--- src/rtl/edge_det_pkg.sv ---
// Shared types and default parameters for the multi-channel edge detector.
// Optional event counters are enabled with MULTI_EDGE_DETECTOR_COUNT_EN.
package edge_det_pkg;

    typedef enum logic [1:0] {
        EDGE_OFF  = 2'b00,
        EDGE_RISE = 2'b01,
        EDGE_FALL = 2'b10,
        EDGE_BOTH = 2'b11
    } edge_mode_t;

    localparam int DEF_CH          = 4;
    localparam int DEF_SYNC_STAGES = 2;
    localparam int DEF_DEB_CYCLES  = 3;
    localparam int DEF_CNT_W       = 8;

endpackage

--- src/rtl/edge_det_chan.sv ---
// One channel: synchroniser, debounce filter, edge pulses, sticky pending flag
// and, when MULTI_EDGE_DETECTOR_COUNT_EN is defined, a saturating event counter.
module edge_det_chan
    import edge_det_pkg::*;
#(
    parameter int SYNC_STAGES = DEF_SYNC_STAGES,
    parameter int DEB_CYCLES  = DEF_DEB_CYCLES,
    parameter int CNT_W       = DEF_CNT_W
) (
    input  logic             clk,
    input  logic             reset,
    input  logic             sig_i,
    input  logic [1:0]       mode_i,
    input  logic             clr_i,
    output logic             level_o,
    output logic             rise_o,
    output logic             fall_o,
    output logic             event_o,
    output logic             pending_o,
    output logic [CNT_W-1:0] cnt_o
);

    localparam int DC_W = (DEB_CYCLES > 0) ? $clog2(DEB_CYCLES + 1) : 1;
    localparam logic [DC_W-1:0] DC_MAX = DC_W'(DEB_CYCLES);

    logic s;

    generate
        if (SYNC_STAGES > 0) begin : g_sync
            logic [SYNC_STAGES-1:0] sync_q;
            always_ff @(posedge clk) begin
                if (reset) begin
                    sync_q <= '0;
                end else begin
                    sync_q[0] <= sig_i;
                    for (int i = 1; i < SYNC_STAGES; i++) begin
                        sync_q[i] <= sync_q[i-1];
                    end
                end
            end
            assign s = sync_q[SYNC_STAGES-1];
        end else begin : g_nosync
            assign s = sig_i;
        end
    endgenerate

    logic [DC_W-1:0] dc_q, dc_d;
    logic            level_q, level_d;
    logic            rise_q, rise_d;
    logic            fall_q, fall_d;
    logic            event_q, event_d;
    logic            pending_q, pending_d;
    edge_mode_t      mode;

    assign mode = edge_mode_t'(mode_i);

    // The level only flips after s has disagreed with it for DEB_CYCLES+1 edges.
    always_comb begin
        dc_d      = '0;
        level_d   = level_q;
        rise_d    = 1'b0;
        fall_d    = 1'b0;
        event_d   = 1'b0;
        pending_d = pending_q;
        if (s != level_q) begin
            if (dc_q == DC_MAX) begin
                level_d = s;
                rise_d  = s;
                fall_d  = ~s;
            end else begin
                dc_d = dc_q + DC_W'(1);
            end
        end
        event_d = (rise_d && (mode == EDGE_RISE || mode == EDGE_BOTH)) ||
                  (fall_d && (mode == EDGE_FALL || mode == EDGE_BOTH));
        if (event_q) begin
            pending_d = 1'b1;
        end else if (clr_i) begin
            pending_d = 1'b0;
        end
    end

    always_ff @(posedge clk) begin
        if (reset) begin
            dc_q      <= '0;
            level_q   <= 1'b0;
            rise_q    <= 1'b0;
            fall_q    <= 1'b0;
            event_q   <= 1'b0;
            pending_q <= 1'b0;
        end else begin
            dc_q      <= dc_d;
            level_q   <= level_d;
            rise_q    <= rise_d;
            fall_q    <= fall_d;
            event_q   <= event_d;
            pending_q <= pending_d;
        end
    end

    assign level_o   = level_q;
    assign rise_o    = rise_q;
    assign fall_o    = fall_q;
    assign event_o   = event_q;
    assign pending_o = pending_q;

`ifdef MULTI_EDGE_DETECTOR_COUNT_EN
    logic [CNT_W-1:0] cnt_q, cnt_d;

    // A clear coinciding with an event restarts the count at one.
    always_comb begin
        cnt_d = cnt_q;
        if (clr_i) begin
            cnt_d = event_q ? CNT_W'(1) : '0;
        end else if (event_q && (cnt_q != '1)) begin
            cnt_d = cnt_q + CNT_W'(1);
        end
    end

    always_ff @(posedge clk) begin
        if (reset) begin
            cnt_q <= '0;
        end else begin
            cnt_q <= cnt_d;
        end
    end

    assign cnt_o = cnt_q;
`else
    assign cnt_o = '0;
`endif

endmodule

--- src/rtl/multi_edge_detector.sv ---
// Multi-channel debounced edge detector with sticky pending flags and an irq.
// Define MULTI_EDGE_DETECTOR_COUNT_EN to add per-channel saturating event counters.
module multi_edge_detector
    import edge_det_pkg::*;
#(
    parameter int CH          = DEF_CH,
    parameter int SYNC_STAGES = DEF_SYNC_STAGES,
    parameter int DEB_CYCLES  = DEF_DEB_CYCLES,
    parameter int CNT_W       = DEF_CNT_W
) (
    input  logic                clk,
    input  logic                reset,
    input  logic [CH-1:0]       sig_i,
    input  logic [2*CH-1:0]     mode_i,
    input  logic [CH-1:0]       clr_i,
    output logic [CH-1:0]       level_o,
    output logic [CH-1:0]       rise_o,
    output logic [CH-1:0]       fall_o,
    output logic [CH-1:0]       event_o,
    output logic [CH-1:0]       pending_o,
    output logic                irq_o,
    output logic [CH*CNT_W-1:0] cnt_o
);

    generate
        for (genvar n = 0; n < CH; n++) begin : g_chan
            edge_det_chan #(
                .SYNC_STAGES(SYNC_STAGES),
                .DEB_CYCLES (DEB_CYCLES),
                .CNT_W      (CNT_W)
            ) u_chan (
                .clk      (clk),
                .reset    (reset),
                .sig_i    (sig_i[n]),
                .mode_i   (mode_i[2*n +: 2]),
                .clr_i    (clr_i[n]),
                .level_o  (level_o[n]),
                .rise_o   (rise_o[n]),
                .fall_o   (fall_o[n]),
                .event_o  (event_o[n]),
                .pending_o(pending_o[n]),
                .cnt_o    (cnt_o[n*CNT_W +: CNT_W])
            );
        end
    endgenerate

    assign irq_o = |pending_o;

endmodule

--- config.mk ---
export PLATFORM = sky130hd
export DESIGN_NAME = multi_edge_detector
export DESIGN_NICKNAME = d
export VERILOG_FILES = /design/src/rtl/edge_det_pkg.sv /design/src/rtl/edge_det_chan.sv /design/src/rtl/multi_edge_detector.sv
export SDC_FILE = /design/constraint.sdc
export NUM_CORES = 1
export LEC_CHECK = 0
export CAP_MARGIN = 10
export CORE_MARGIN = 2
export CORE_UTILIZATION = 38
export DETAILED_ROUTE_END_ITERATION = 12
export PLACE_DENSITY = 0.86
export SYNTH_ARGS = -nofsm -noshare
export SYNTH_HDL_FRONTEND = slang
export SYNTH_SLANG_ARGS = --single-unit
--- constraint.sdc ---
create_clock -name clk -period 0.9 [get_ports clk]
set_input_delay 0.18 -clock clk [delete_from_list [all_inputs] [get_ports clk]]
set_output_delay 0.18 -clock clk [all_outputs]
set_load 0.02 [all_outputs]
---- Word level (Yosys, flattened, before mapping) ----
Index checks and enable logic that the tools add are counted.
storage, ports and cells
  word-level logic and storage cells ...... 117
  input bits .............................. 18
  register bits after elaboration ......... 36
cells by class
  add/subtract/negate cells ............... 4
  eq/ne operators ......................... 20
  mux-type cells .......................... 24
  bitwise logic cells ..................... 8
  reduce and logical (&&, ||, !) cells .... 33
operators with widths
  operator             number
  $eq 2x2->1 const B   12
  $mux 1               24
  $logic_or 1x1->1     12
  $reduce_or 3->1      4
  $add 2x1->2 const B  4
  $eq 2x1->1 const B   4
  $logic_and 1x1->1    8
  $not 1->1            8
  $reduce_and 2->1     4
  $reduce_bool 2->1    4
  $ne 1x1->1           4
  $reduce_or 4->1      1

---- Longest topological paths before layout ----
Gate-level depths: netlist of the first run.
  word-level depth ........................ 5
  depth in mapped cells ................... 3
  depth with buffers taken out ............ 3

---- Cells and area by module ----
A second synthesis of the first run with hierarchy kept.
unflattened totals
  cells, all modules ...................... 133
  area, all modules ....................... 1498.9 µm²
modules (own cells, without submodules)
  module               area an instance (µm²)  instances  cells an instance  seq. area each (µm²)
  edge_det_chan        372.9                   4          33                 180.2
  multi_edge_detector  7.5                     1          1                  0.0

---- Worst setup path after synthesis of the first run ----
OpenSTA, ideal clock, no wires.
  path kind ............................... register -> output
  from .................................... reg g_chan[0].u_chan.pending_q
  to ...................................... out irq_o
  buffers on the path ..................... 0
  data arrival time ....................... 0.927 ns
  setup slack ............................. -0.207 ns
  stages on the path, launching flop included .. 2
  cells stage by stage .................... dfxtp_1 > or4_1
between the ends
  cells in the longest elaborated chain, start to end .. 1
RTL lines
  item                    line                       RTL
  from (decl)             edge_det_chan.sv:52        logic pending_q, pending_d;
  from (signal assigned)  edge_det_chan.sv:97        pending_q <= pending_d;
  $reduce_or 4->1         multi_edge_detector.sv:47  assign irq_o = |pending_o;
  to (decl)               multi_edge_detector.sv:21  output logic irq_o,
Every way passes these cells.

---- Worst setup path after layout of the first run ----
Ends and elaborated chain as after synthesis.

==> run summary, run 1 <==
status: complete, but fails checks
failing checks: negative setup slack
initial antenna violation count: 0
H-tree lvl count: 2
HP Class: in -> reg
die height: 70.2 µm
crit path time final: 1.45 ns
max-slew violation count: 0
CP Class: reg -> out
Seq pwr share: 0.529
fin area: 2380 µm²
most frequent cell after synthesis: buf_4
Required @ worst endpoint: 0.72 ns
dominant synthesized flop cell: dfxtp_1
CTS root buffer: clkbuf_8
core area: 4290 µm²
CP top delay family: simple AND/OR/NAND/NOR gates
Crit-path slowest cell: or4_4
# hold bufs at CTS: 0
Setup WS post-layout: -0.554 ns
synth warn: 0
largest cells by area after synthesis: dfxtp_1 (43%), buf_4 (23%), nand3b_1 (3.6%), nor3b_1 (3.6%), nor4b_2 (3.6%)
I/O pin total: 71
crit end category: output port
Starting Density: 0.388
Int Power: 0.00236 W
site row count: 24
first-pass GRT wire length: 4410 µm
synthesized flop and latch total: 36
Comb power frac: 0.098
CP Cell Sequence: or4_4 -> buf_6
Detail Route Antenna Nets: 0
drt wl/cell: 10.8 µm
CP Max Fanout: 2
I/O Buffers: 38
Yosys top cell by area: dfxtp_1
Worst Path Buf+Inv: 1
Net Switching: 0.000742 W
Tot GR Track Use: 0.116
RSZ-0062 raised after global routing: yes
largest net degree at the start of global routing: 12
RePlAce Congestion: 0.676
CP arrival: 1.27 ns
Clock transition at path regs: 0.07 ns
Mapped Area: 1670 µm²
total CTS buffers: 5
Pre-Repair DR Iteration Count: 4
DR vias/cell: 4.14
worst skew pair latency: 0.28 ns
P_leak: 0.932 nW
share of layout cells above drive strength 1: 0.541
sw frac: 0.240
drt drc: 0
Cells after Synth: 161
Synth async-reset ratio: 0
CP max stage delay: 0.52 ns
Commonest cells post-synth: buf_4 (52), dfxtp_1 (36)
Max Root-Sink Buffers: 2
Tot Pwr: 0.00310 W
placed cell area: 1910 µm²
Final setup viols: 17
Final #Nets: 226
GRT Residual Overflow: 0
EDFF count, synth: 0
area delta synth->final: 43.0%
Clk pwr share: 0.373
DIE AREA: 4930 µm²
Antenna diodes: 0
PwrDens: 1300 nW/µm²
fin crit share: 1.62
startpoint types: flip-flop
Max VDD drop: 0.794 mV
DRT iter0 DRCs: 29
Seq/Total Area, Yosys: 0.433
max_cap viols: 0
Post-Syn Area per Cell: 10.3 µm²
vias in the first global route: 1012
Hold Vio Cnt, Final: 0
Vias: 1063
CTS tree: built
final WL: 2770 µm
Distinct cells, synth: 19
fmax: 688 MHz
Clock Skews: 0.00618 ns
clock tree sinks: 36
Detailed Place HPWL: 1760 µm
share of the synthesized area in the top cell type: 0.433
Horiz. Die Dim: 70.2 µm
## path summary, 6_finish.rpt
check,start,to,slack (ns),depth (start not counted)
worst max-delay path,g_chan[0].u_chan.pending_o$_SDFFE_PP0P_,irq_o,-0.55,2
worst min-delay path,reset,g_chan[3].u_chan.dc_q[1]$_SDFF_PP0_,0.39,3
worst max register to register,g_chan[2].u_chan.dc_q[0]$_SDFF_PP0_,g_chan[2].u_chan.level_o$_SDFFE_PP0P_,-0.02,3
worst min register to register,g_chan[0].u_chan.g_sync.sync_q[0]$_SDFF_PP0_,g_chan[0].u_chan.g_sync.sync_q[1]$_SDFF_PP0_,0.43,1
## metrics by stage
step / cells / setup TNS, ns / util / setup WS [ns] / hold WS, ns
floorplan: 192 / -0.148 / - / -0.148 / 0.308
global placement: 240 / -12.77 / 0.444 / -0.624 / 0.413
detailed placement: 240 / -13.41 / 0.444 / -0.636 / 0.419
CTS: 253 / -1.35 / 0.523 / -0.553 / 0.387
global route: 257 / -2.05 / 0.554 / -0.585 / 0.432
finish: 257 / -1.13 / 0.554 / -0.554 / 0.393
## worst min-delay path: cells and delay by family
family	cells	cell delay, ns
AND/OR/NAND/NOR	1	0.05
buffers and inverters	2	0.41
## power groups by stage
stage	combinational [W]	sequential [W]	clock, W
3_5_place_dp	0.000262	0.00167	0
2_1_floorplan	0.000289	0.00166	0
4_1_cts	0.000284	0.00164	0.00118
6_report	0.000303	0.00164	0.00116
5_1_grt	0.000324	0.00164	0.00126
3_3_place_gp	0.000260	0.00167	0
## sequential cells by signal (all words and copies together) (netlist names)
| register | flops |
|---|---|
| g_chan.u_chan.pending_o | 4 |
| g_chan.u_chan.rise_o | 4 |
| g_chan.u_chan.level_o | 4 |
| g_chan.u_chan.dc_q | 8 |
| g_chan.u_chan.g_sync.sync_q | 8 |
| g_chan.u_chan.event_o | 4 |
| g_chan.u_chan.fall_o | 4 |
## layout by cell type (no fill, tap or decap), drive strengths merged
master / netlist / layout
buf: 55 / 43
clkinv: 0 / 2
dfxtp: 36 / 36
a21oi: 8 / 8
nor3b: 8 / 8
nor2: 4 / 4
and2b: 2 / 2
nand3b: 8 / 8
clkdlybuf4s50: 0 / 16
dlygate4sd2: 0 / 1
conb: 1 / 32
nor4b: 4 / 4
ha: 4 / 4
nor2b: 6 / 6
xnor2: 4 / 4
inv: 4 / 4
clkbuf: 0 / 6
or4: 1 / 1
nand2b: 8 / 8
nor4: 4 / 4
mux2i: 4 / 4
## what timing repair did
| action | CTS | global route |
|---|---|---|
| pin swaps | 9 | 11 |
| gates cloned | 1 | 0 |
| setup buffers | 4 | 5 |
| endpoints found under the setup margin | 43 | 41 |
| resized for setup | 178 | 24 |
## final cells by class
cell class,instances,area (µm²)
sequential,36,766
multi-input combinational,97,841
timing repair buffer,60,602
clock buffer,6,82.6
fill,362,1910
clock inverter,2,10.0
inverter,4,15.0
tap,52,65.1
## cells by family (layout without fill, tap and decap cells)
logic type	Yosys count	count (layout)	share of synthesized area
multiplexers	4	4	0.0240
other	1	32	0.00225
flip-flops	36	36	0.433
AND/OR/NAND/NOR	45	45	0.202
XOR/XNOR	4	4	0.0210
buffers and inverters	59	72	0.264
adder cells (fa/ha/maj)	4	4	0.0301
AO/OA/AOI/OAI	8	8	0.0240
## metal layers
layer / share of wire / vias to the layer above / global-route usage / wire length [µm]
li1: - / 532 / - / -
met1: 0.40 / 481 / 0.125 / 1120
met2: 0.51 / 45 / 0.203 / 1420
met3: 0.069 / 5 / 0.0361 / 191
met4: 0.016 / 0 / 0.0577 / 44
met5: 0 / - / 0 / 0
Power figures use the tool's default switching activity.
==> run 2, diff against run 1 <==
--- a/config.mk
+++ b/config.mk
@@ -6,10 +6,11 @@
 export NUM_CORES = 1
 export LEC_CHECK = 0
 export CAP_MARGIN = 10
-export CORE_MARGIN = 2
 export CORE_UTILIZATION = 38
 export DETAILED_ROUTE_END_ITERATION = 12
+export GPL_TIMING_DRIVEN = 1
 export PLACE_DENSITY = 0.86
+export SKIP_CTS_REPAIR_TIMING = 1
 export SYNTH_ARGS = -nofsm -noshare
 export SYNTH_HDL_FRONTEND = slang
 export SYNTH_SLANG_ARGS = --single-unit
==> run 2 against run 1 <==
The run still ends with negative setup slack left. Core utilization grew 2.0 points. Total power is 6.8% higher. First-iteration DRC count rose by 17%. Sequential power about the same. Sequential share of layout area fell by 0.11 points. Clock skew grew 0.00060 ns. Maximum frequency grew 0.77%. Count of clock-buffer cells in the layout is the same. Critical path depth unchanged. Global-route usage up 0.23 points. Combinational power shrank 2%. Design area decreased by 0.63%. Largest cell class unchanged.
==> run summary, run 2 (same netlist as run 1, synthesis figures left out) <==
status: complete, but fails checks
failing checks: negative setup slack
HP Class: in -> reg
Setup WS post-layout: -0.542 ns (+0.0112 ns)
fmax: 693 MHz (+0.77%)
PwrDens: 1400 nW/µm² (+7.4%)
Comb power frac: 0.090 (-0.008)
Fin Setup TNS: -1.33 ns (-0.201 ns)
initial antenna violation count: 0 (unchanged)
Starting Density: 0.405 (+0.0169)
share of layout cells above drive strength 1: 0.527 (-0.0146)
I/O Buffers: 38 (unchanged)
Clock Skews: 0.00678 ns (+0.000597 ns)
CP arrival: 1.26 ns (about the same)
Max Root-Sink Buffers: 2 (unchanged)
RSZ-0062 raised after global routing: yes
area delta synth->final: 42.1%
sw frac: 0.223 (-0.0167)
startpoint types: flip-flop
final WL: 2710 µm (-2.2%)
DRT iter0 DRCs: 34 (+17%)
site row count: 23 (-4.2%)
core area: 4120 µm² (-4.2%)
CTS root buffer: clkbuf_8
Int Power: 0.00257 W (+9.1%)
DIE AREA: 4650 µm² (-5.6%)
Tot Pwr: 0.00331 W (+6.8%)
worst reg2reg path depth: 3 (unchanged)
RePlAce Congestion: 0.715 (+5.8%)
crit path time final: 1.44 ns (-0.0112 ns)
max_cap viols: 0 (unchanged)
Horiz. Die Dim: 68.2 µm (-2.8%)
Net Switching: 0.000737 W (-0.69%)
die height: 68.2 µm (-2.8%)
most frequent cells in the layout: conb_1 (32), dfxtp_2 (30), buf_6 (29)
Clk pwr share: 0.414 (+0.041)
Antenna diodes: 0 (unchanged)
Tot GR Track Use: 0.118 (+0.00229)
CTS tree: built
total CTS buffers: 5 (unchanged)
hold path depth: 3 (unchanged)
Detailed Place HPWL: 1820 µm (+3.6%)
largest net degree at the start of global routing: 13 (+1)
Pre-Repair DR Iteration Count: 4 (unchanged)
GRT Residual Overflow: 0 (unchanged)
crit end category: output port
Place WS: -0.628 ns (+0.00847 ns)
drt wl/cell: 10.6 µm (-1.4%)
DR vias/cell: 4.19 (+1.3%)
H-tree lvl count: 2 (unchanged)
placed cell area: 1920 µm² (+0.66%)
CP Max Fanout: 2 (unchanged)
worst skew pair latency: 0.28 ns (about the same)
I/O pin total: 71 (unchanged)
fin crit share: 1.60 (-0.0124)
fin area: 2370 µm² (-0.63%)
max-slew violation count: 0 (unchanged)
Hold Vio Cnt, Final: 0 (unchanged)
Final setup viols: 20 (+3)
vias in the first global route: 958 (-5.3%)
top flop regs: g_chan.u_chan.dc_q (8), g_chan.u_chan.g_sync.sync_q (8)
most common cell after layout, fill and taps aside: conb_1
Seq pwr share: 0.496 (-0.033)
first-pass GRT wire length: 3880 µm (-12%)
P_leak: 0.939 nW (+0.76%)
drt drc: 0 (unchanged)
Detail Route Antenna Nets: 0 (unchanged)
clock tree sinks: 36 (unchanged)
Clock transition at path regs: 0.07 ns (about the same)
Vias: 1068 (+0.47%)
CP Class: reg -> out
Final #Nets: 226 (unchanged)
Max VDD drop: 0.712 mV (-10%)
Required @ worst endpoint: 0.72 ns (about the same)
run 2: worst paths after layout:
path	from	to	slack, ns
setup reg to reg	g_chan[0].u_chan.level_o$_SDFFE_PP0P_	g_chan[0].u_chan.dc_q[1]$_SDFF_PP0_	-0.05
setup / recovery	g_chan[0].u_chan.pending_o$_SDFFE_PP0P_	irq_o	-0.54
hold reg to reg	g_chan[2].u_chan.dc_q[0]$_SDFF_PP0_	g_chan[2].u_chan.dc_q[0]$_SDFF_PP0_	0.43
hold / removal	reset	g_chan[2].u_chan.level_o$_SDFFE_PP0P_	0.24
run 2: power by group through the flow:
| stage | sequential (W) | combinational, W | clock, W |
|---|---|---|---|
| floorplan | 0.00166 | 0.000289 | 0 |
| detailed placement | 0.00167 | 0.000268 | 0 |
| CTS | 0.00163 | 0.000269 | 0.00141 |
| global placement | 0.00167 | 0.000265 | 0 |
| global route | 0.00164 | 0.000329 | 0.00148 |
| finish | 0.00164 | 0.000297 | 0.00137 |
run 2: critical path: stages (launching register included):
cell	delay (ns)
dfxtp_1	0.31
or4_4	0.52
buf_6	0.14
run 2: stage by stage:
stage	utilization	hold slack, ns	cells
after floorplan	-	0.308	192
after global placement	0.466	0.412	240
after detailed placement	0.466	0.419	240
after CTS	0.493	0.429	248
after global routing	0.575	0.276	255
final	0.575	0.245	255
run 2: per-layer routing:
layer	track usage	vias up	share of wire
met4	0.0781	0	0.013
met1	0.124	489	0.38
met3	0.0450	3	0.070
met5	0	-	0
li1	-	532	-
met2	0.195	44	0.53
run 2: layout make-up:
type	count	area, µm²
multi-input cells	97	818
fillers	354	1750
flip-flops and latches	36	758
clock buffers	6	72.6
repair buffers	60	604
clock inverters	2	35.0
inverters	4	15.0
well taps	50	62.6
==> run 3, diff against run 2 <==
--- a/config.mk
+++ b/config.mk
@@ -8,7 +8,6 @@
 export CAP_MARGIN = 10
 export CORE_UTILIZATION = 38
 export DETAILED_ROUTE_END_ITERATION = 12
-export GPL_TIMING_DRIVEN = 1
 export PLACE_DENSITY = 0.86
 export SKIP_CTS_REPAIR_TIMING = 1
 export SYNTH_ARGS = -nofsm -noshare
==> constraint.sdc (replaced) <==
create_clock -name clk -period 1.2 [get_ports clk]
set_input_delay 0.24 -clock clk [delete_from_list [all_inputs] [get_ports clk]]
set_output_delay 0.24 -clock clk [all_outputs]
set_load 0.02 [all_outputs]
==> run 3 against run 2 <==
Combinational power is 33% lower. The flow still finishes with violations (negative setup slack). Routed wire length is 15% lower. Clock power is 38% lower. Non-clock buffer count is 9 lower. Largest power group unchanged. First-iteration DRC count is 44% lower. Sequential cell count stayed put. Critical endpoint unchanged.
==> run summary, run 3 (same netlist as run 1, synthesis figures left out) <==
drt wl/cell: 9.32 µm (-12%)
Setup WS post-layout: -0.296 ns (+0.247 ns)
DIE AREA: 4650 µm² (unchanged)
Clock Skews: 0.00613 ns (-0.000648 ns)
Antenna diodes: 0 (unchanged)
Fin Setup TNS: -0.296 ns (+1.03 ns)
P_leak: 1.14 nW (+21%)
fmax: 669 MHz
total CTS buffers: 5 (unchanged)
Pre-Repair DR Iteration Count: 4 (unchanged)
Required @ worst endpoint: 0.96 ns (+0.24 ns)
share of layout cells above drive strength 1: 0.143 (-0.384)
HP Class: reg -> reg
Final setup viols: 1 (-95%)
Fillers: 393 (+11%)
max-slew violation count: 0 (unchanged)
CP Class: reg -> out
failing checks: negative setup slack
drt drc: 0 (unchanged)
DR vias/cell: 4.09 (-2.4%)
status: complete, but fails checks
worst skew pair latency: 0.27 ns (about the same)
Max VDD drop: 0.919 mV (+29%)
Final #Nets: 217 (-4.0%)
top flop regs: g_chan.u_chan.dc_q (8), g_chan.u_chan.g_sync.sync_q (8)
worst reg2reg path depth: 3 (unchanged)
largest net degree at the start of global routing: 12 (-1)
Horiz. Die Dim: 68.2 µm (unchanged)
worst r2r dst: g_chan[0].u_chan.fall_o$_SDFF_PP0_
hold path depth: 1 (-2)
die height: 68.2 µm (unchanged)
Max Root-Sink Buffers: 2 (unchanged)
PwrDens: 1120 nW/µm² (-20%)
Tot Pwr: 0.00227 W (-31%)
Detail Route Antenna Nets: 0 (unchanged)
I/O pin total: 71 (unchanged)
site row count: 23 (unchanged)
crit end category: output port
Hold Vio Cnt, Final: 0 (unchanged)
most frequent cells in the layout: dfxtp_1 (36), conb_1 (32), dlymetal6s2s_1 (19)
CP Cell Sequence: or4_1 -> buf_2
CTS root buffer: clkbuf_8
CP Max Fanout: 2 (unchanged)
clock tree sinks: 36 (unchanged)
Vias: 1006 (-5.8%)
Post-Route Utilization: 0.493 (-0.0821)
H-tree lvl count: 2 (unchanged)
first-pass GRT wire length: 3420 µm (-12%)
Endpoint, Worst Hold: g_chan[3].u_chan.dc_q[0]$_SDFF_PP0_
DRT iter0 DRCs: 19 (-44%)
GRT Residual Overflow: 0 (unchanged)
core area: 4120 µm² (unchanged)
CTS tree: built
Tot GR Track Use: 0.101 (-0.0168)
startpoint types: flip-flop
crit path time final: 1.50 ns
Clock transition at path regs: 0.07 ns (about the same)
Crit-path slowest cell: or4_1
fin crit share: 1.25
final WL: 2290 µm (-15%)
most common cell after layout, fill and taps aside: dfxtp_1
vias in the first global route: 881 (-8.0%)
Place WS: -0.388 ns (+0.240 ns)
I/O Buffers: 38 (unchanged)
RSZ-0062 raised after global routing: yes
HP Start: g_chan[3].u_chan.dc_q[0]$_SDFF_PP0_
area delta synth->final: 21.8%
initial antenna violation count: 0 (unchanged)
r2r setup slk: 0.17 ns (+0.22 ns)
RePlAce Congestion: 0.682 (-4.6%)
Critical R2R Launch: g_chan[0].u_chan.dc_q[0]$_SDFF_PP0_
CP max stage delay: 0.50 ns (-0.02 ns)
max_cap viols: 0 (unchanged)
CP arrival: 1.26 ns (about the same)
Detailed Place HPWL: 1820 µm (-0.20%)
Starting Density: 0.405 (unchanged)
-- run 3: changes by cell type in the layout (fill, tap and decap cells not counted), sizes merged --
| cell | before | now |
|---|---|---|
| buf | 43 | 14 |
| dlymetal6s2s | 1 | 19 |
| bufinv | 1 | 0 |
| clkbuf | 6 | 7 |
| clkdlybuf4s50 | 16 | 17 |
| clkinv | 1 | 2 |
-- run 3: power breakdown --
| group | leakage, nW | switching (W) | internal [W] |
|---|---|---|---|
| Combinational | 0.795 | 0.000118 | 0.0000800 |
| Sequential | 0.292 | 0.0000114 | 0.00121 |
| Clock | 0.0510 | 0.000394 | 0.000457 |
-- run 3: cell type report --
cell class                      instances  area [µm²]  area share
Clock buffer                            6        82.6      0.0407
Clock inverter                          2        10.0     0.00494
Timing Repair Buffer                   51         515       0.254
Sequential cell                        36         721       0.355
Inverter                                4        15.0     0.00740
Tap cell                               50        62.6      0.0308
Multi-Input combinational cell         97         622       0.307
-- run 3: critical path: cells and delay by family, from the launching register on --
kind	cells	cell delay [ns]
and+or+nand+nor	1	0.50
DFF	1	0.31
buffers and inverters	1	0.17
-- run 3: metrics by stage --
stage / hold WS [ns] / cells / cell area, µm²
floorplan: 0.368 / 192 / 1780
global placement: 0.414 / 238 / 1900
detailed placement: 0.424 / 238 / 1900
CTS: 0.433 / 246 / 1990
global route: 0.454 / 246 / 2030
finish: 0.432 / 246 / 2030
-- run 3: routing by layer --
metal | share of wire | track usage | vias up
met5 | 0 | 0 | -
met4 | 0.0092 | 0.0469 | 0
met3 | 0.082 | 0.0433 | 4
met2 | 0.50 | 0.175 | 45
met1 | 0.40 | 0.105 | 444
li1 | - | - | 513
-- run 3: how the worst max path moves through the flow --
stage / start / end / slack (ns) / depth (start not counted)
floorplan: g_chan[0].u_chan.pending_o$_SDFFE_PP0P_ / irq_o / 0.03 / 1
global placement: g_chan[0].u_chan.pending_o$_SDFFE_PP0P_ / irq_o / -0.37 / 2
detailed placement: g_chan[0].u_chan.pending_o$_SDFFE_PP0P_ / irq_o / -0.39 / 2
CTS: g_chan[0].u_chan.pending_o$_SDFFE_PP0P_ / irq_o / -0.69 / 2
global route: g_chan[0].u_chan.pending_o$_SDFFE_PP0P_ / irq_o / -0.35 / 2
finish: g_chan[0].u_chan.pending_o$_SDFFE_PP0P_ / irq_o / -0.30 / 2
